--- config.mk ---
export PLATFORM = sky130hd
export DESIGN_NAME = rv32_fetch_stage
export DESIGN_NICKNAME = d
export VERILOG_FILES = /design/src/rtl/rv32_types.sv /design/src/rtl/rv32_fetch_instr_buffer.sv /design/src/rtl/rv32_fetch_stage.sv
export SDC_FILE = /design/constraint.sdc
export NUM_CORES = 1
export LEC_CHECK = 0
export CAP_MARGIN = 20
export CORE_MARGIN = 2
export CORE_UTILIZATION = 53
export CTS_CLUSTER_DIAMETER = 40
export DETAILED_ROUTE_END_ITERATION = 7
export GPL_TIMING_DRIVEN = 0
export PLACE_DENSITY = 0.78
export SYNTH_ARGS = -nofsm -noshare
export SYNTH_HDL_FRONTEND = slang
export SYNTH_SLANG_ARGS = --single-unit
--- constraint.sdc ---
create_clock -name clk -period 3 [get_ports clk]
set_clock_uncertainty 0.1 [all_clocks]
set_input_delay 0.6 -clock clk [delete_from_list [all_inputs] [get_ports clk]]
set_output_delay 0.6 -clock clk [all_outputs]
set_load 0.01 [all_outputs]
--- src/rtl/rv32_types.sv ---
// Shared types and constants for the RV32 fetch stage: the decode handoff
// record, the fetch state encoding and the default reset vector.
package rv32_types;

    typedef logic [31:0] rv_instr_t;

    // addi x0, x0, 0
    localparam rv_instr_t RV_NOP = 32'h0000_0013;

    localparam logic [31:0] DEFAULT_RESET_PC = 32'h0000_0000;

    typedef struct packed {
        logic [31:0] pc;
        logic        generate_nop;
    } fetch_decode_buffer_t;

    // ST_REQ  : a request may be driven to instruction memory
    // ST_WAIT : exactly one request is outstanding
    // ST_DROP : one request is outstanding but its response belongs to a squashed path
    typedef enum logic [1:0] {
        ST_REQ  = 2'd0,
        ST_WAIT = 2'd1,
        ST_DROP = 2'd2
    } fetch_state_t;

    // Instruction addresses are always word aligned; the low two bits are discarded.
    function automatic logic [31:0] align_word(input logic [31:0] addr);
        return addr & 32'hFFFF_FFFC;
    endfunction

endpackage

--- src/rtl/rv32_fetch_instr_buffer.sv ---
// Single-entry holding register between the instruction memory response and
// the fetch output registers. Flush and reset empty it; a write in the same
// cycle as a consume replaces the entry so it stays full.
module rv32_fetch_instr_buffer
    import rv32_types::*;
(
    input  logic        clk,
    input  logic        reset,
    input  logic        i_write,
    input  logic [31:0] i_pc,
    input  rv_instr_t   i_instr,
    input  logic        i_consume,
    input  logic        i_flush,
    output logic        o_valid,
    output logic [31:0] o_pc,
    output rv_instr_t   o_instr
);

    logic        r_valid;
    logic [31:0] r_pc;
    rv_instr_t   r_instr;

    // Entry update: flush beats write, write beats consume.
    always_ff @(posedge clk) begin
        if (reset) begin
            r_valid <= 1'b0;
            r_pc    <= 32'h0000_0000;
            r_instr <= RV_NOP;
        end else if (i_flush) begin
            r_valid <= 1'b0;
        end else if (i_write) begin
            r_valid <= 1'b1;
            r_pc    <= i_pc;
            r_instr <= i_instr;
        end else if (i_consume) begin
            r_valid <= 1'b0;
        end
    end

    assign o_valid = r_valid;
    assign o_pc    = r_pc;
    assign o_instr = r_instr;

endmodule

--- src/rtl/rv32_fetch_stage.sv ---
// RV32 instruction fetch stage: issues one word-aligned request at a time to
// instruction memory, parks the response in a single holding entry, and feeds
// decode through registered pc/instr outputs. Handles decode stalls, global
// freeze, branch redirects (including redirects raised while frozen) and
// squashing of responses that belong to an abandoned path.
module rv32_fetch_stage
    import rv32_types::*;
#(
    parameter logic [31:0] RESET_PC = DEFAULT_RESET_PC
)(
    input  logic                 clk,
    input  logic                 reset,
    input  logic                 stop,
    input  logic                 stall,
    input  logic                 branch_taken,
    input  logic [31:0]          branch_target,
    output logic                 imem_req,
    output logic [31:0]          imem_addr,
    input  logic                 imem_gnt,
    input  logic                 imem_rvalid,
    input  logic [31:0]          imem_rdata,
    output fetch_decode_buffer_t fetch_decode_buff,
    output rv_instr_t            instr
);

    fetch_state_t         r_state;
    logic [31:0]          r_fetch_pc;
    logic [31:0]          r_req_pc;
    logic                 r_pend_valid;
    logic [31:0]          r_pend_target;
    fetch_decode_buffer_t r_out;
    rv_instr_t            r_instr;

    logic        w_buf_valid;
    logic [31:0] w_buf_pc;
    rv_instr_t   w_buf_instr;

    logic        w_redirect;
    logic [31:0] w_redirect_target;
    logic        w_consume;
    logic        w_room;
    logic        w_resp;
    logic        w_buf_write;
    logic        w_issue;
    logic        w_grant;
    logic        w_outstanding;

    // A redirect is applied only while the pipeline runs; a live branch is
    // newer than any redirect latched during a freeze, so it wins.
    assign w_redirect        = !stop && (branch_taken || r_pend_valid);
    assign w_redirect_target = align_word(branch_taken ? branch_target : r_pend_target);

    // The output registers drain the holding entry whenever decode accepts.
    assign w_consume = !reset && !stop && !stall && !w_redirect && w_buf_valid;

    // The entry can take a new word if it is empty or being drained this cycle.
    assign w_room = !w_buf_valid || w_consume;

    // A response in ST_WAIT is for the live path; in ST_DROP it is ignored.
    assign w_resp      = imem_rvalid && (r_state == ST_WAIT);
    assign w_buf_write = !reset && !w_redirect && w_resp && w_room;

    // New requests go out from ST_REQ, or back-to-back with a response, but
    // only when there is room for the word they will bring back.
    assign w_issue = !reset && !stop && !w_redirect && w_room &&
                     ((r_state == ST_REQ) || w_resp);
    assign w_grant = w_issue && imem_gnt;

    // A request still owed a response after this cycle must be drained in ST_DROP.
    assign w_outstanding = ((r_state == ST_WAIT) || (r_state == ST_DROP)) && !imem_rvalid;

    assign imem_req  = w_issue;
    assign imem_addr = r_fetch_pc;

    rv32_fetch_instr_buffer u_instr_buffer (
        .clk       (clk),
        .reset     (reset),
        .i_write   (w_buf_write),
        .i_pc      (r_req_pc),
        .i_instr   (imem_rdata),
        .i_consume (w_consume),
        .i_flush   (w_redirect),
        .o_valid   (w_buf_valid),
        .o_pc      (w_buf_pc),
        .o_instr   (w_buf_instr)
    );

    // Request sequencing. If a response arrives while the entry is full and
    // decode is not draining it, the word is discarded and its address is
    // refetched later, so nothing is lost and nothing is duplicated.
    always_ff @(posedge clk) begin
        if (reset) begin
            r_state    <= w_outstanding ? ST_DROP : ST_REQ;
            r_fetch_pc <= RESET_PC;
            r_req_pc   <= RESET_PC;
        end else if (w_redirect) begin
            r_state    <= w_outstanding ? ST_DROP : ST_REQ;
            r_fetch_pc <= w_redirect_target;
        end else begin
            case (r_state)
                ST_REQ: begin
                    if (w_grant) begin
                        r_req_pc   <= r_fetch_pc;
                        r_fetch_pc <= r_fetch_pc + 32'd4;
                        r_state    <= ST_WAIT;
                    end
                end
                ST_WAIT: begin
                    if (imem_rvalid) begin
                        if (w_grant) begin
                            r_req_pc   <= r_fetch_pc;
                            r_fetch_pc <= r_fetch_pc + 32'd4;
                            r_state    <= ST_WAIT;
                        end else if (w_buf_write) begin
                            r_state <= ST_REQ;
                        end else begin
                            r_fetch_pc <= r_req_pc;
                            r_state    <= ST_REQ;
                        end
                    end
                end
                ST_DROP: begin
                    if (imem_rvalid) begin
                        r_state <= ST_REQ;
                    end
                end
                default: begin
                    r_state <= ST_REQ;
                end
            endcase
        end
    end

    // Redirects raised during a freeze are remembered until the freeze lifts.
    always_ff @(posedge clk) begin
        if (reset) begin
            r_pend_valid  <= 1'b0;
            r_pend_target <= RESET_PC;
        end else if (stop) begin
            if (branch_taken) begin
                r_pend_valid  <= 1'b1;
                r_pend_target <= branch_target;
            end
        end else begin
            r_pend_valid <= 1'b0;
        end
    end

    // Decode-facing registers: bubble on redirect, hold on stall or freeze,
    // otherwise present the held word or a bubble if none is ready.
    always_ff @(posedge clk) begin
        if (reset) begin
            r_out.pc           <= RESET_PC;
            r_out.generate_nop <= 1'b1;
            r_instr            <= RV_NOP;
        end else if (!stop) begin
            if (w_redirect) begin
                r_out.generate_nop <= 1'b1;
                r_instr            <= RV_NOP;
            end else if (!stall) begin
                if (w_buf_valid) begin
                    r_out.pc           <= w_buf_pc;
                    r_out.generate_nop <= 1'b0;
                    r_instr            <= w_buf_instr;
                end else begin
                    r_out.generate_nop <= 1'b1;
                end
            end
        end
    end

    assign fetch_decode_buff = r_out;
    assign instr             = r_instr;

endmodule

# Word level (Yosys, flattened, before mapping)

Index checks and enable logic that the tools add are counted.

Input bits: 71
Register bits: 229
Word-level logic and storage cells: 95
Output and inout port bits: 98

Add/subtract/negate cells: 1
Equal/unequal tests: 12
Reductions and logical operators: 40
Mux-type cells: 26
Bitwise gates (word level): 3

Operator list:

| cell                  | count |
|---|---|
| $mux 32               | 11 |
| $pmux 32 s2           | 2 |
| $add 32x3->32 const B | 1 |
| $ne 4x4->1 const B    | 4 |
| $logic_and 1x1->1     | 14 |
| $mux 2                | 6 |
| $reduce_and 4->1      | 3 |
| $ne 3x3->1 const B    | 3 |
| $reduce_and 3->1      | 3 |
| $logic_not 1->1       | 6 |
| $mux 1                | 6 |
| $pmux 2 s3            | 1 |
| $reduce_and 2->1      | 3 |
| $reduce_bool 2->1     | 3 |
| $logic_or 1x1->1      | 4 |
| $ne 2x2->1 const B    | 2 |
| $reduce_or 2->1       | 2 |
| $not 1->1             | 3 |
| $reduce_bool 3->1     | 1 |
| $eq 2x1->1 const B    | 1 |
| $eq 2x2->1 const B    | 1 |
| $logic_not 2->1       | 1 |
| $ne 2x1->1 const B    | 1 |

# Depth between registers and ports, before layout

Gate-level depths: netlist of run 1.

Depth after elaboration: 14
Depth in mapped cells: 9

# Modules after synthesis

Synthesis of run 1 repeated with hierarchy kept, for this count alone.

Cell total of the unflattened synthesis: 1195
Area, all modules: 10272.4 µm²

Modules (own cells, without submodules):

| module                  | instances | area each (µm²) | cells an instance |
|---|---|---|---|
| rv32_fetch_stage        | 1         | 7136.8          | 901 |
| rv32_fetch_instr_buffer | 1         | 3135.5          | 294 |

# Worst setup path before layout of run 1

No wires, ideal clock.

Kind: input port to flip-flop
From: in branch_taken
To: reg r_fetch_pc[16], in the netlist imem_addr[16]
Data arrival time: 2.203 ns
Required time: 2.781 ns
Setup time: 0.119 ns
Stages on the path: 7
Path buffers: 3
Setup slack: 0.578 ns
Cells stage by stage: buf_2 > or3b_2 > o31ai_2 > buf_4 > buf_2 > a311oi_1 > o221a_2

Word-level cells in the longest chain between the ends: 13

Ends and longest elaborated chain:

| element                         | line                                                                   | RTL |
|---|---|---|
| start, declared                 | rv32_fetch_stage.sv:15                                                 | `input logic branch_taken,` |
| $logic_or 1x1->1                | rv32_fetch_stage.sv:50                                                 | `assign w_redirect = !stop && (branch_taken \|\| r_pend_valid);` |
| $logic_and 1x1->1               | rv32_fetch_stage.sv:50                                                 |  |
| $logic_not 1->1                 | rv32_fetch_stage.sv:54, rv32_fetch_stage.sv:61, rv32_fetch_stage.sv:65 |  |
| $logic_and 1x1->1 (2 in series) | rv32_fetch_stage.sv:54                                                 | `assign w_consume = !reset && !stop && !stall && !w_redirect && w_buf_valid;` |
| $logic_or 1x1->1                | rv32_fetch_stage.sv:57                                                 | `assign w_room = !w_buf_valid \|\| w_consume;` |
| $logic_and 1x1->1 (2 in series) | rv32_fetch_stage.sv:65                                                 | `assign w_issue = !reset && !stop && !w_redirect && w_room &&` |
| $logic_and 1x1->1               | rv32_fetch_stage.sv:67                                                 | `assign w_grant = w_issue && imem_gnt;` |
| $mux 32                         | rv32_fetch_stage.sv:110                                                | `if (w_grant) begin` |
| $mux 32                         | rv32_fetch_stage.sv:109                                                | `if (imem_rvalid) begin` |
| $pmux 32 s2                     | rv32_fetch_stage.sv:100                                                | `case (r_state)` |
| $mux 32                         | rv32_fetch_stage.sv:96                                                 | `end else if (w_redirect) begin` |
| end signal, assigned            | rv32_fetch_stage.sv:98                                                 | `r_fetch_pc <= w_redirect_target;` |
| end signal, assigned            | rv32_fetch_stage.sv:104                                                | `r_fetch_pc <= r_fetch_pc + 32'd4;` |
| end signal, assigned            | rv32_fetch_stage.sv:112                                                | `r_fetch_pc <= r_fetch_pc + 32'd4;` |
| end, declared                   | rv32_fetch_stage.sv:27                                                 | `logic [31:0] r_fetch_pc;` |

Several ways; a longest one is shown, not always the timed one. The select of a mux whose other input is x is not followed.
A chain may end at the register's enable or synchronous reset.

# Final worst setup path of run 1

From: reg r_state[0]
To: reg r_fetch_pc[2], in the netlist imem_addr[2]

Word-level cells in the longest chain between the ends: 9

Ends and longest elaborated chain:

| element                | line                                            | RTL |
|---|---|---|
| start, declared        | rv32_fetch_stage.sv:26                          | `fetch_state_t r_state;` |
| start signal, assigned | rv32_fetch_stage.sv:93                          | `r_state <= w_outstanding ? ST_DROP : ST_REQ;` |
| start signal, assigned | rv32_fetch_stage.sv:97                          | `r_state <= w_outstanding ? ST_DROP : ST_REQ;` |
| $eq 2x1->1             | rv32_fetch_stage.sv:60, rv32_fetch_stage.sv:100 |  |
| $logic_and 1x1->1      | rv32_fetch_stage.sv:60                          | `assign w_resp = imem_rvalid && (r_state == ST_WAIT);` |
| $logic_or 1x1->1       | rv32_fetch_stage.sv:66                          | `((r_state == ST_REQ) \|\| w_resp);` |
| $logic_and 1x1->1      | rv32_fetch_stage.sv:65                          |  |
| $logic_and 1x1->1      | rv32_fetch_stage.sv:67                          |  |
| $mux 32                | rv32_fetch_stage.sv:110                         |  |
| $mux 32                | rv32_fetch_stage.sv:109                         |  |
| $pmux 32 s2            | rv32_fetch_stage.sv:100                         |  |
| $mux 32                | rv32_fetch_stage.sv:96                          |  |

Several ways; a longest one is shown, not always the timed one. The select of a mux whose other input is x is not followed.

==> out/qor.yml, run 1 <==
critical_path:
  end_kind: "flop"
  rr_endpoint: "imem_addr[2]"
  path_delay_family: "simple AND/OR/NAND/NOR gates"
  startpoint: "r_state[0]"
  worstPathRequired_ns: 3.33
  r2r-start: "r_state[0]"
  critPathMaxStageDelay_ns: 0.44
  start_kind: "flop"
  reg2reg_depth: 8
  crit_type: "flop to flop"
  critPathMaxFanout: 10
  worstPathArrival_ns: 3.23
  r2r_slack_ns: 0.11
  critPathBufInv: 2
  crit_cells: 8
  setup.worst_path.end: "imem_addr[2]"
  cpMaxStageDelayCell: "nand4_1"
  path_cells: "inv_1 > ha_1 > mux2_2 > nand4_1 > nand3_2 > clkbuf_2 > o21ai_0 > o221a_2"
global_routing:
  grt_max_degree: 15
  antenna_found_initial: 0
  grt_usage: 0.3029
  grt_pass1_wl_um: 44760
  grt_pass1_vias: 8287
  grt-ovfl-total: 0
floorplan:
  die-height_um: 137.9
  num_rows: 48
  core-area_um2: 17420
  die-area_um2: 19030
  start_util: 0.5459
  ioPinCount: 169
  dieWidth_um: 137.9
layout:
  postLayoutCoreUtil: 0.7176
  area_growth_pct: 31.45
  nFillCells: 1434
  n_antenna_cell: 0
  num-nets-final: 1460
  drive_above_1_share: 0.07452
  regArea_um2: 4564
  fin_cells: 1634
  fin_area_um2: 12500
  multiInputGateArea_um2: 4539
power_and_ir_drop:
  p_leak_nw: 4.281
  ir_drop_v: 0.0004867
  power_per_cell_area_nw_per_um2: 661.2
timing:
  max_freq_mhz: 345.9
  layout_min_cycle_time_ns: 2.891
  rsz0062_at_grt: "no"
  setup_viol: 0
  whs_ns: 0.3423
  tightest_slew_ns: 1.153
  slew_headroom: 0.2240
  min_period_over_period: 0.9637
  final_max_slew_viol_count: 0
  finalHoldViolations: 0
logic_synthesis:
  synth_cell_type_count: 65
  yosys-top-cells-area: "dfxtp_1, nand2_1, a21oi_1"
  syn_area_um2: 9508
  ys.flop_type: "dfxtp_1"
  synth_nets: 1261
  syn_area_per_cell_um2: 8.017
  yosysWarnings: 0
  ys_seq_area_frac: 0.4801
  synth-edff-count: 2
  yosysTopAreaCell: "dfxtp_1"
  netlist_instances: 1186
  synth_seq_cells: 227
  ys_async_sr_fraction: 0
  synth.top_cell.area_share: 0.4737
clocking:
  cts_sinks: 227
  clkLatencyLatePin_ns: 0.54
  cts_max_level: 1
  post_cts_buffers: 0
  root_buffer: "clkbuf_16"
  cts_buffer_depth: 3
  holdBufCountCts: 0
  clk_pin_slew_ns: 0.06
  cts_tree: "done"
  cts_made_buffers: 31
status:
  status: "finished clean"
placed_design:
  dpl_cell_area_um2: 11440
  portBuffers: 165
  place_congestion: 0.9783
  dpl.hpwl_um: 21200
  placed_cells: 1576
detailed_routing:
  wl_met1_um: 12770
  vias: 9327
  drc: 0
  vias_per_cell: 5.708
  drtIter0Drc: 946
  wl_per_cell_um: 17.93
  ant_nets: 0
  routed.top_layer: "met4"
  wl_met3_um: 2912
  met2_length_um: 12810
  wirelength_um: 29300
  dr.pass1.iters: 6
min_path:
  hp-class: "flop to flop"
flow_run:
  drv_cap: 0
==> worst min-delay path by stage <==
stage	from	to	cells past startpoint
4_1_cts	u_instr_buffer.o_pc[18]	fetch_decode_buff[19]	2
5_1_grt	r_pend_target[8]	r_pend_target[8]	2
3_5_place_dp	u_instr_buffer.o_pc[6]	fetch_decode_buff[7]	2
2_1_floorplan	u_instr_buffer.o_pc[9]	fetch_decode_buff[10]	2
6_report	u_instr_buffer.o_pc[18]	fetch_decode_buff[19]	2
3_3_place_gp	u_instr_buffer.o_pc[6]	fetch_decode_buff[7]	2
==> power breakdown <==
part           internal, mW  switching (mW)  total (mW)
clock                  2.16            1.40        3.56
combinational         0.559           0.839        1.40
sequential             3.15           0.160        3.31
==> sequential cells by signal, summed over array words and instances (netlist names), named ones only <==
| signal | count |
|---|---|
| r_state | 2 |
| imem_addr | 30 |
| r_pend_valid | 1 |
| r_pend_target | 30 |
| fetch_decode_buff | 33 |
| u_instr_buffer.o_instr | 32 |
| r_req_pc | 32 |
| u_instr_buffer.o_pc | 32 |
| instr | 32 |
| u_instr_buffer.o_valid | 1 |
==> layout make-up <==
type	instances	share of cell area
tap	225	0.02252
inverter	9	0.002703
multi-input combinational	851	0.3632
buffer	99	0.03194
clock buffer	41	0.06988
sequential	227	0.3652
clock inverter	16	0.01211
timing repair buffer	166	0.1324
==> repair_timing <==
action	in CTS	in global routing
resized for setup	7	9
hold endpoints to repair	0	0
endpoints found under the setup margin	20	42
==> worst register-to-register path, stage by stage, from the launching register on <==
cell	delay, ns
edfxtp_1	0.40
inv_1	0.10
ha_1	0.27
mux2_2	0.23
nand4_1	0.44
nand3_2	0.40
clkbuf_2	0.32
o21ai_0	0.24
o221a_2	0.29
==> routing by layer <==
metal | vias up | GRT usage
li1 | 4508 | -
met1 | 4298 | 0.4413
met2 | 456 | 0.4530
met3 | 65 | 0.05007
met4 | 0 | 0.1071
met5 | - | 0
==> layout by cell type, fill, tap and decap left out, drive strengths merged, types with 4 or more instances in the layout <==
cell | netlist | final
nand4 | 11 | 11
mux2 | 6 | 6
a21oi | 176 | 176
nand3 | 20 | 20
clkinvlp | 0 | 5
dfxtp | 225 | 225
a211oi | 14 | 14
a221oi | 5 | 5
nor2 | 62 | 62
ha | 4 | 4
a22oi | 30 | 30
nand2 | 346 | 346
xnor2 | 7 | 7
clkdlybuf4s50 | 0 | 164
o211ai | 5 | 5
buf | 19 | 18
o221a | 8 | 8
o21a | 4 | 4
and3 | 6 | 6
o21ai | 17 | 17
o31ai | 5 | 5
clkbuf | 80 | 123
inv | 9 | 15
mux2i | 33 | 33
nor3 | 17 | 17
a311oi | 4 | 4
nor3b | 5 | 5
nand2b | 6 | 6
nor4 | 9 | 9
clkinv | 0 | 4
a32o | 5 | 5
==> metrics by stage <==
stage               total power [mW]  worst slack, ns  setup TNS (ns)
floorplan                      4.150           0.5782               0
global placement               4.694          -0.6853          -42.57
detailed placement             4.712          -0.6988          -42.33
CTS                            8.239          0.01104               0
global route                   8.527          0.03205               0
finish                         8.264           0.1090               0
==> kinds of logic (layout without fill, tap and decap cells) <==
logic type / count (synthesis) / after routing / synth area share
buf+inv: 108 / 331 / 0.04461
simple gates: 499 / 499 / 0.2232
fa+ha+maj: 4 / 4 / 0.005264
xor+xnor: 8 / 8 / 0.007370
compound gates: 301 / 301 / 0.1977
mux: 39 / 39 / 0.04185
flops: 227 / 227 / 0.4801
==> cell usage after synthesis (2+ instances only) <==
| master | number |
|---|---|
| nand2_1 | 346 |
| dfxtp_1 | 225 |
| a21oi_1 | 176 |
| clkbuf_1 | 79 |
| nor2_1 | 61 |
| mux2i_1 | 33 |
| a22oi_1 | 30 |
| nand3_1 | 18 |
| nor3_1 | 17 |
| o21ai_0 | 17 |
| a211oi_1 | 14 |
| buf_2 | 11 |
| nand4_1 | 10 |
| inv_1 | 9 |
| nor4_1 | 9 |
| o221a_2 | 8 |
| buf_1 | 7 |
| xnor2_1 | 7 |
| and3_1 | 6 |
| mux2_2 | 6 |
| nand2b_1 | 6 |
| a32o_1 | 5 |
| nor3b_1 | 5 |
| o211ai_1 | 5 |
| a221oi_1 | 4 |
| a311oi_1 | 4 |
| ha_1 | 4 |
| o21a_1 | 4 |
| o31ai_1 | 4 |
| a211o_1 | 3 |
| a31oi_1 | 3 |
| and2_1 | 3 |
| and4_1 | 3 |
| o32ai_1 | 3 |
| or3_1 | 3 |
| a41oi_1 | 2 |
| edfxtp_1 | 2 |
| nand3_2 | 2 |
| nor2b_1 | 2 |
| o2111ai_1 | 2 |
| o22ai_1 | 2 |
| o31a_1 | 2 |
| or3b_2 | 2 |
No activity file was read; power rests on OpenSTA's default activity.
==> run 2, diff against run 1 <==
--- a/config.mk
+++ b/config.mk
@@ -12,6 +12,7 @@
 export DETAILED_ROUTE_END_ITERATION = 7
 export GPL_TIMING_DRIVEN = 0
 export PLACE_DENSITY = 0.78
+export SLEW_MARGIN = 20
 export SYNTH_ARGS = -nofsm -noshare
 export SYNTH_HDL_FRONTEND = slang
 export SYNTH_SLANG_ARGS = --single-unit
==> out/qor.yml, run 2 (synthesized netlist as in run 1, its figures left out) <==
layout:
  postLayoutCoreUtil: 0.7177  # was 0.7176
  fin_cells: 1633  # was 1,634
  area_growth_pct: 31.46  # was 31.45%
  drive_above_1_share: 0.07457  # was 0.07452
  largest_reg_flops: 33  # unchanged
  n_antenna_cell: 0  # unchanged
  fin_area_um2: 12500  # about the same
  num-nets-final: 1459  # was 1,460
  final_cell_mix: "nand2_1, dfxtp_1, a21oi_1"  # unchanged
  final_common_cell: "nand2_1"  # unchanged
detailed_routing:
  dr.pass1.iters: 5  # was 6
  vias_per_cell: 5.746  # was 5.708
  wirelength_um: 29380  # was 29,300 µm
  ant_nets: 0  # unchanged
  drc: 0  # unchanged
  drtIter0Drc: 975  # was 946
  vias: 9383  # was 9,327
  wl_per_cell_um: 17.99  # was 17.93 µm
critical_path:
  crit_type: "flop to flop"  # unchanged
  worstPathRequired_ns: 3.32  # was 3.33 ns
  r2r_slack_ns: 0.08  # was 0.11 ns
  critPathMaxFanout: 10  # unchanged
  reg2reg_depth: 8  # unchanged
  end_kind: "flop"  # unchanged
  worstPathArrival_ns: 3.24  # was 3.23 ns
  start_kind: "flop"  # unchanged
placed_design:
  place_congestion: 0.9783  # unchanged
  dpl.hpwl_um: 21200  # unchanged
  portBuffers: 165  # unchanged
  dpl_cell_area_um2: 11440  # unchanged
  placed_cells: 1576  # unchanged
timing:
  min_period_over_period: 0.9747  # was 0.9637
  layout_min_cycle_time_ns: 2.924  # was 2.891 ns
  final_max_slew_viol_count: 0  # unchanged
  max_freq_mhz: 342.0  # was 345.9 MHz
  finalHoldViolations: 0  # unchanged
  tns_ns: 0  # unchanged
  whs_ns: 0.3429  # was 0.3423 ns
  rsz0062_at_grt: "no"  # unchanged
  slew_headroom: 0.2550  # was 0.2240
  setup_viol: 0  # unchanged
  tightest_slew_ns: 1.107  # was 1.153 ns
floorplan:
  dieWidth_um: 137.9  # unchanged
  core-area_um2: 17420  # unchanged
  num_rows: 48  # unchanged
  die-area_um2: 19030  # unchanged
  die-height_um: 137.9  # unchanged
  ioPinCount: 169  # unchanged
  start_util: 0.5459  # unchanged
clocking:
  cts_tree: "done"  # unchanged
  cts_resized: 7  # unchanged
  cts_buffer_depth: 3  # unchanged
  holdBufCountCts: 0  # unchanged
  clk_pin_slew_ns: 0.06  # about the same
  clkLatencyLatePin_ns: 0.54  # about the same
  post_cts_buffers: 0  # unchanged
  cts_made_buffers: 31  # unchanged
  root_buffer: "clkbuf_16"  # unchanged
  cts_max_level: 1  # unchanged
  cts_sinks: 227  # unchanged
power_and_ir_drop:
  ir_drop_v: 0.0004866  # was 0.0004867 V
  power_per_cell_area_nw_per_um2: 661.4  # was 661.2 nW/µm²
  p_leak_nw: 4.277  # was 4.281 nW
min_path:
  hold_path_depth: 2  # unchanged
  hp-class: "flop to flop"  # unchanged
global_routing:
  grt_max_degree: 15  # unchanged
  grt_pass1_wl_um: 44760  # unchanged
  grt-ovfl-total: 0  # unchanged
  grt_pass1_vias: 8287  # unchanged
  antenna_found_initial: 0  # unchanged
  grt_usage: 0.3029  # unchanged
status:
  status: "finished clean"  # unchanged
flow_run:
  drv_cap: 0  # unchanged
-- run 2: changes by cell type in the layout (fill, tap and decap cells not counted), sizes merged --
cell,change
clkbuf,-1
-- run 2: routing by layer --
| layer | share of wire | wire [µm] | global-route usage |
|---|---|---|---|
| met1 | 0.44 | 12940 | 0.4413 |
| met2 | 0.43 | 12770 | 0.4530 |
| met3 | 0.096 | 2806 | 0.05007 |
| met4 | 0.030 | 871 | 0.1071 |
| met5 | 0 | 0 | 0 |
-- run 2: path summary, 6_finish.rpt --
path / from / endpoint
hold / removal: u_instr_buffer.o_pc[18] / fetch_decode_buff[19]
setup reg to reg: r_state[0] / imem_addr[17]
hold reg to reg: u_instr_buffer.o_pc[18] / fetch_decode_buff[19]
setup / recovery: r_state[0] / imem_addr[17]
-- run 2: power breakdown --
group / internal [mW] / switching, mW
registers: 3.15 / 0.161
logic: 0.559 / 0.840
clock network: 2.16 / 1.40
-- run 2: critical path, cell delays in order, from the launching register on --
cell and delay, ns:
edfxtp_1 0.41, inv_1 0.10, ha_1 0.27, mux2_2 0.23
nand4_1 0.44, nand3_2 0.40, clkbuf_2 0.33, o21ai_0 0.16
a221oi_1 0.35
-- run 2: final cells by class --
cell class                      instances  area, µm²
Sequential cell                       227       4564
Tap cell                              225      281.5
Inverter                                9      33.78
Clock inverter                         16      151.4
Buffer                                 99      399.1
Fill cell                            1434       4917
Clock buffer                           41      873.3
Timing Repair Buffer                  165       1650
Multi-Input combinational cell        851       4546
-- run 2: through the flow --
stage          total power, mW  setup slack [ns]
6_report                 8.267           0.07603
3_3_place_gp             4.694           -0.6853
5_1_grt                  8.527           0.03205
4_1_cts                  8.239           0.01104
3_5_place_dp             4.712           -0.6988
2_1_floorplan            4.150            0.5782
==> run 3, diff against run 2 <==
--- a/config.mk
+++ b/config.mk
@@ -5,6 +5,7 @@
 export SDC_FILE = /design/constraint.sdc
 export NUM_CORES = 1
 export LEC_CHECK = 0
+export ABC_AREA = 1
 export CAP_MARGIN = 20
 export CORE_MARGIN = 2
 export CORE_UTILIZATION = 53
==> out/qor.yml, run 3 <==
critical_path:
  worstPathArrival_ns: 1.89  # was 3.24 ns
  r2r_slack_ns: 0.63  # was 0.08 ns
  crit_type: "input pin to output pin"  # was flop to flop
  reg2reg_depth: 12  # was 8
  start_kind: "input pin"  # was flop
  startpoint: "branch_taken"  # was r_state[0]
  rr_endpoint: "imem_addr[30]"  # was imem_addr[17]
  r2r-start: "imem_addr[2]"  # was r_state[0]
  end_kind: "output pin"  # was flop
  critPathMaxFanout: 3  # was 10
  worstPathRequired_ns: 2.30  # was 3.32 ns
  setup.worst_path.end: "imem_req"  # was imem_addr[17]
clocking:
  cts_sinks: 227  # unchanged
  cts_buffer_depth: 3  # unchanged
  clkLatencyLatePin_ns: 0.51  # was 0.54 ns
  root_buffer: "clkbuf_16"  # unchanged
  cts_tree: "done"  # unchanged
  cts_made_buffers: 34  # was 31
  post_cts_buffers: 0  # unchanged
  clk_pin_slew_ns: 0.05  # was 0.06 ns
  holdBufCountCts: 0  # unchanged
  cts_max_level: 2  # was 1
  cts_resized: 1  # was 7
detailed_routing:
  wl_per_cell_um: 16.09  # was 17.99 µm
  drtIter0Drc: 625  # was 975
  dr.pass1.iters: 5  # unchanged
  ant_nets: 0  # unchanged
  vias_per_cell: 5.443  # was 5.746
  vias: 9836  # was 9,383
  drc: 0  # unchanged
  wirelength_um: 29070  # was 29,380 µm
logic_synthesis:
  yosys.cell_count.top_type: "nor2_1"  # was nand2_1
  synth-edff-count: 2  # unchanged
  synth.top_cell.area_share: 0.4609  # was 0.4737
  ys_seq_area_frac: 0.4670  # was 0.4801
  netlist_instances: 1353  # was 1,186
  syn_area_um2: 9773  # was 9508 µm²
  yosysTopAreaCell: "dfxtp_1"  # unchanged
  yosys-top-cells-area: "dfxtp_1, o21ai_0, nor2_1"  # was dfxtp_1, nand2_1, a21oi_1
  ys.flop_type: "dfxtp_1"  # unchanged
  ys_async_sr_fraction: 0  # unchanged
  synth_seq_cells: 227  # unchanged
  ys_top_cells_by_count: "nor2_1, dfxtp_1, nand2_1"  # was nand2_1, dfxtp_1, a21oi_1
  synth_cell_type_count: 36  # was 65
  syn_area_per_cell_um2: 7.223  # was 8.017 µm²
  yosysWarnings: 0  # unchanged
  synth_nets: 1428  # was 1,261
timing:
  slew_headroom: 0.5716  # was 0.2550
  finalWorstSetupSlack_ns: 0.4117  # was 0.07603 ns
  tightest_slew_ns: 0.6402  # was 1.107 ns
  max_freq_mhz: 386.4  # was 342.0 MHz
  min_period_over_period: 0.8628  # was 0.9747
  tns_ns: 0  # unchanged
  rsz0062_at_grt: "no"  # unchanged
  finalHoldViolations: 0  # unchanged
  layout_min_cycle_time_ns: 2.588  # was 2.924 ns
  final_max_slew_viol_count: 0  # unchanged
  setup_viol: 0  # unchanged
layout:
  final_cell_mix: "nor2_1, nand2_1, dfxtp_1"  # was nand2_1, dfxtp_1, a21oi_1
  fin_cells: 1807  # was 1,633
  final_common_cell: "nor2_1"  # was nand2_1
  area_growth_pct: 31.43  # was 31.46%
  largest_reg_flops: 33  # unchanged
  num-nets-final: 1628  # was 1,459
  fin_area_um2: 12840  # was 12,500 µm²
  drive_above_1_share: 0.08175  # was 0.07457
  n_antenna_cell: 0  # unchanged
min_path:
  hold_start: "stop"  # was u_instr_buffer.o_pc[18]
  hp-class: "input pin to flop"  # was flop to flop
global_routing:
  grt_usage: 0.2927  # was 0.3029
  grt_pass1_vias: 9195  # was 8,287
  grt-ovfl-total: 0  # unchanged
  grt_max_degree: 15  # unchanged
  grt_pass1_wl_um: 46510  # was 44,760 µm
  antenna_found_initial: 0  # unchanged
placed_design:
  dpl_cell_area_um2: 11700  # was 11,440 µm²
  dpl.hpwl_um: 21280  # was 21,200 µm
  pre_cts_ws_ns: -0.06185  # was -0.6988 ns
  place_congestion: 0.9142  # was 0.9783
  portBuffers: 164  # was 165
  placed_cells: 1746  # was 1,576
power_and_ir_drop:
  p_leak_nw: 5.198  # was 4.277 nW
  power_per_cell_area_nw_per_um2: 800.5  # was 661.4 nW/µm²
  ir_drop_v: 0.0005630  # was 0.0004866 V
flow_run:
  drv_cap: 0  # unchanged
floorplan:
  dieWidth_um: 139.8  # was 137.9 µm
  start_util: 0.5422  # was 0.5459
  core-area_um2: 18020  # was 17,420 µm²
  die-area_um2: 19540  # was 19,030 µm²
  ioPinCount: 169  # unchanged
  num_rows: 49  # was 48
  die-height_um: 139.8  # was 137.9 µm
status:
  status: "finished clean"  # unchanged
==> run 3: cell types whose count changed after synthesis, moves of 12 or more <==
cell and change:
o22ai_1 +25, a211oi_1 -14, o21ai_0 +171, nor3_1 -12
nor2_1 +169, mux2i_1 -33, a21oi_1 -63, inv_1 +108
a22oi_1 -30, nand2_1 -121, o21ai_1 +30, clkbuf_1 -33
nand3_1 +26
==> run 3: final cells by class <==
cell class / count / area [µm²]
Fill cell: 1524 / 5180
Sequential cell: 227 / 4564
Multi-Input combinational cell: 921 / 4343
Timing Repair Buffer: 164 / 1644
Clock buffer: 43 / 967.2
Inverter: 124 / 467.9
Buffer: 81 / 407.9
Tap cell: 229 / 286.5
Clock inverter: 18 / 163.9
==> run 3: through the flow <==
step | util | power (mW) | hold slack [ns]
2_1_floorplan | - | 5.310 | 0.3295
3_3_place_gp | 0.6492 | 6.340 | 0.3400
3_5_place_dp | 0.6492 | 6.376 | 0.3420
4_1_cts | 0.7121 | 10.27 | 0.2748
5_1_grt | 0.7126 | 10.74 | 0.2887
6_report | 0.7126 | 10.28 | 0.2791
==> run 3: cell families after synthesis <==
| kind of cell | synth area share |
|---|---|
| AND/OR/NAND/NOR | 0.2311 |
| AO/OA/AOI/OAI | 0.1957 |
| buffers and inverters | 0.08936 |
| flip-flops | 0.4670 |
| adder cells (fa/ha/maj) | 0.005121 |
| XOR/XNOR | 0.01165 |
==> run 3: how the worst min path moves through the flow <==
stage / cells past startpoint / end / slack [ns]
after floorplan: 2 / u_instr_buffer.o_instr[0] / 0.33
after global placement: 2 / instr[4] / 0.34
after detailed placement: 2 / instr[1] / 0.34
after CTS: 3 / r_pend_target[12] / 0.27
after global routing: 3 / r_pend_target[31] / 0.29
final: 3 / r_pend_target[31] / 0.28
==> run 3: report_power, final <==
group          internal (mW)  leakage [nW]  switching (mW)
logic                   1.09          2.79            1.48
clock network           2.41         0.560            1.48
registers               3.36          1.85           0.470
total                   6.86          5.20            3.43
==> run 3: worst max-delay path, stage by stage <==
cell,delay (ns)
clkdlybuf4s50_1,0.49
nor2_4,0.16
nand3_1,0.12
nand2_2,0.12
inv_2,0.08
nor3_1,0.13
dlymetal6s2s_1,0.18
==> run 3: per-layer routing <==
layer | global-route usage | wire length [µm] | up-vias
li1 | - | - | 4811
met2 | 0.4927 | 13760 | 367
met3 | 0.05231 | 2068 | 59
met5 | 0 | 0 | -
met1 | 0.3794 | 12380 | 4599
met4 | 0.1016 | 860 | 0
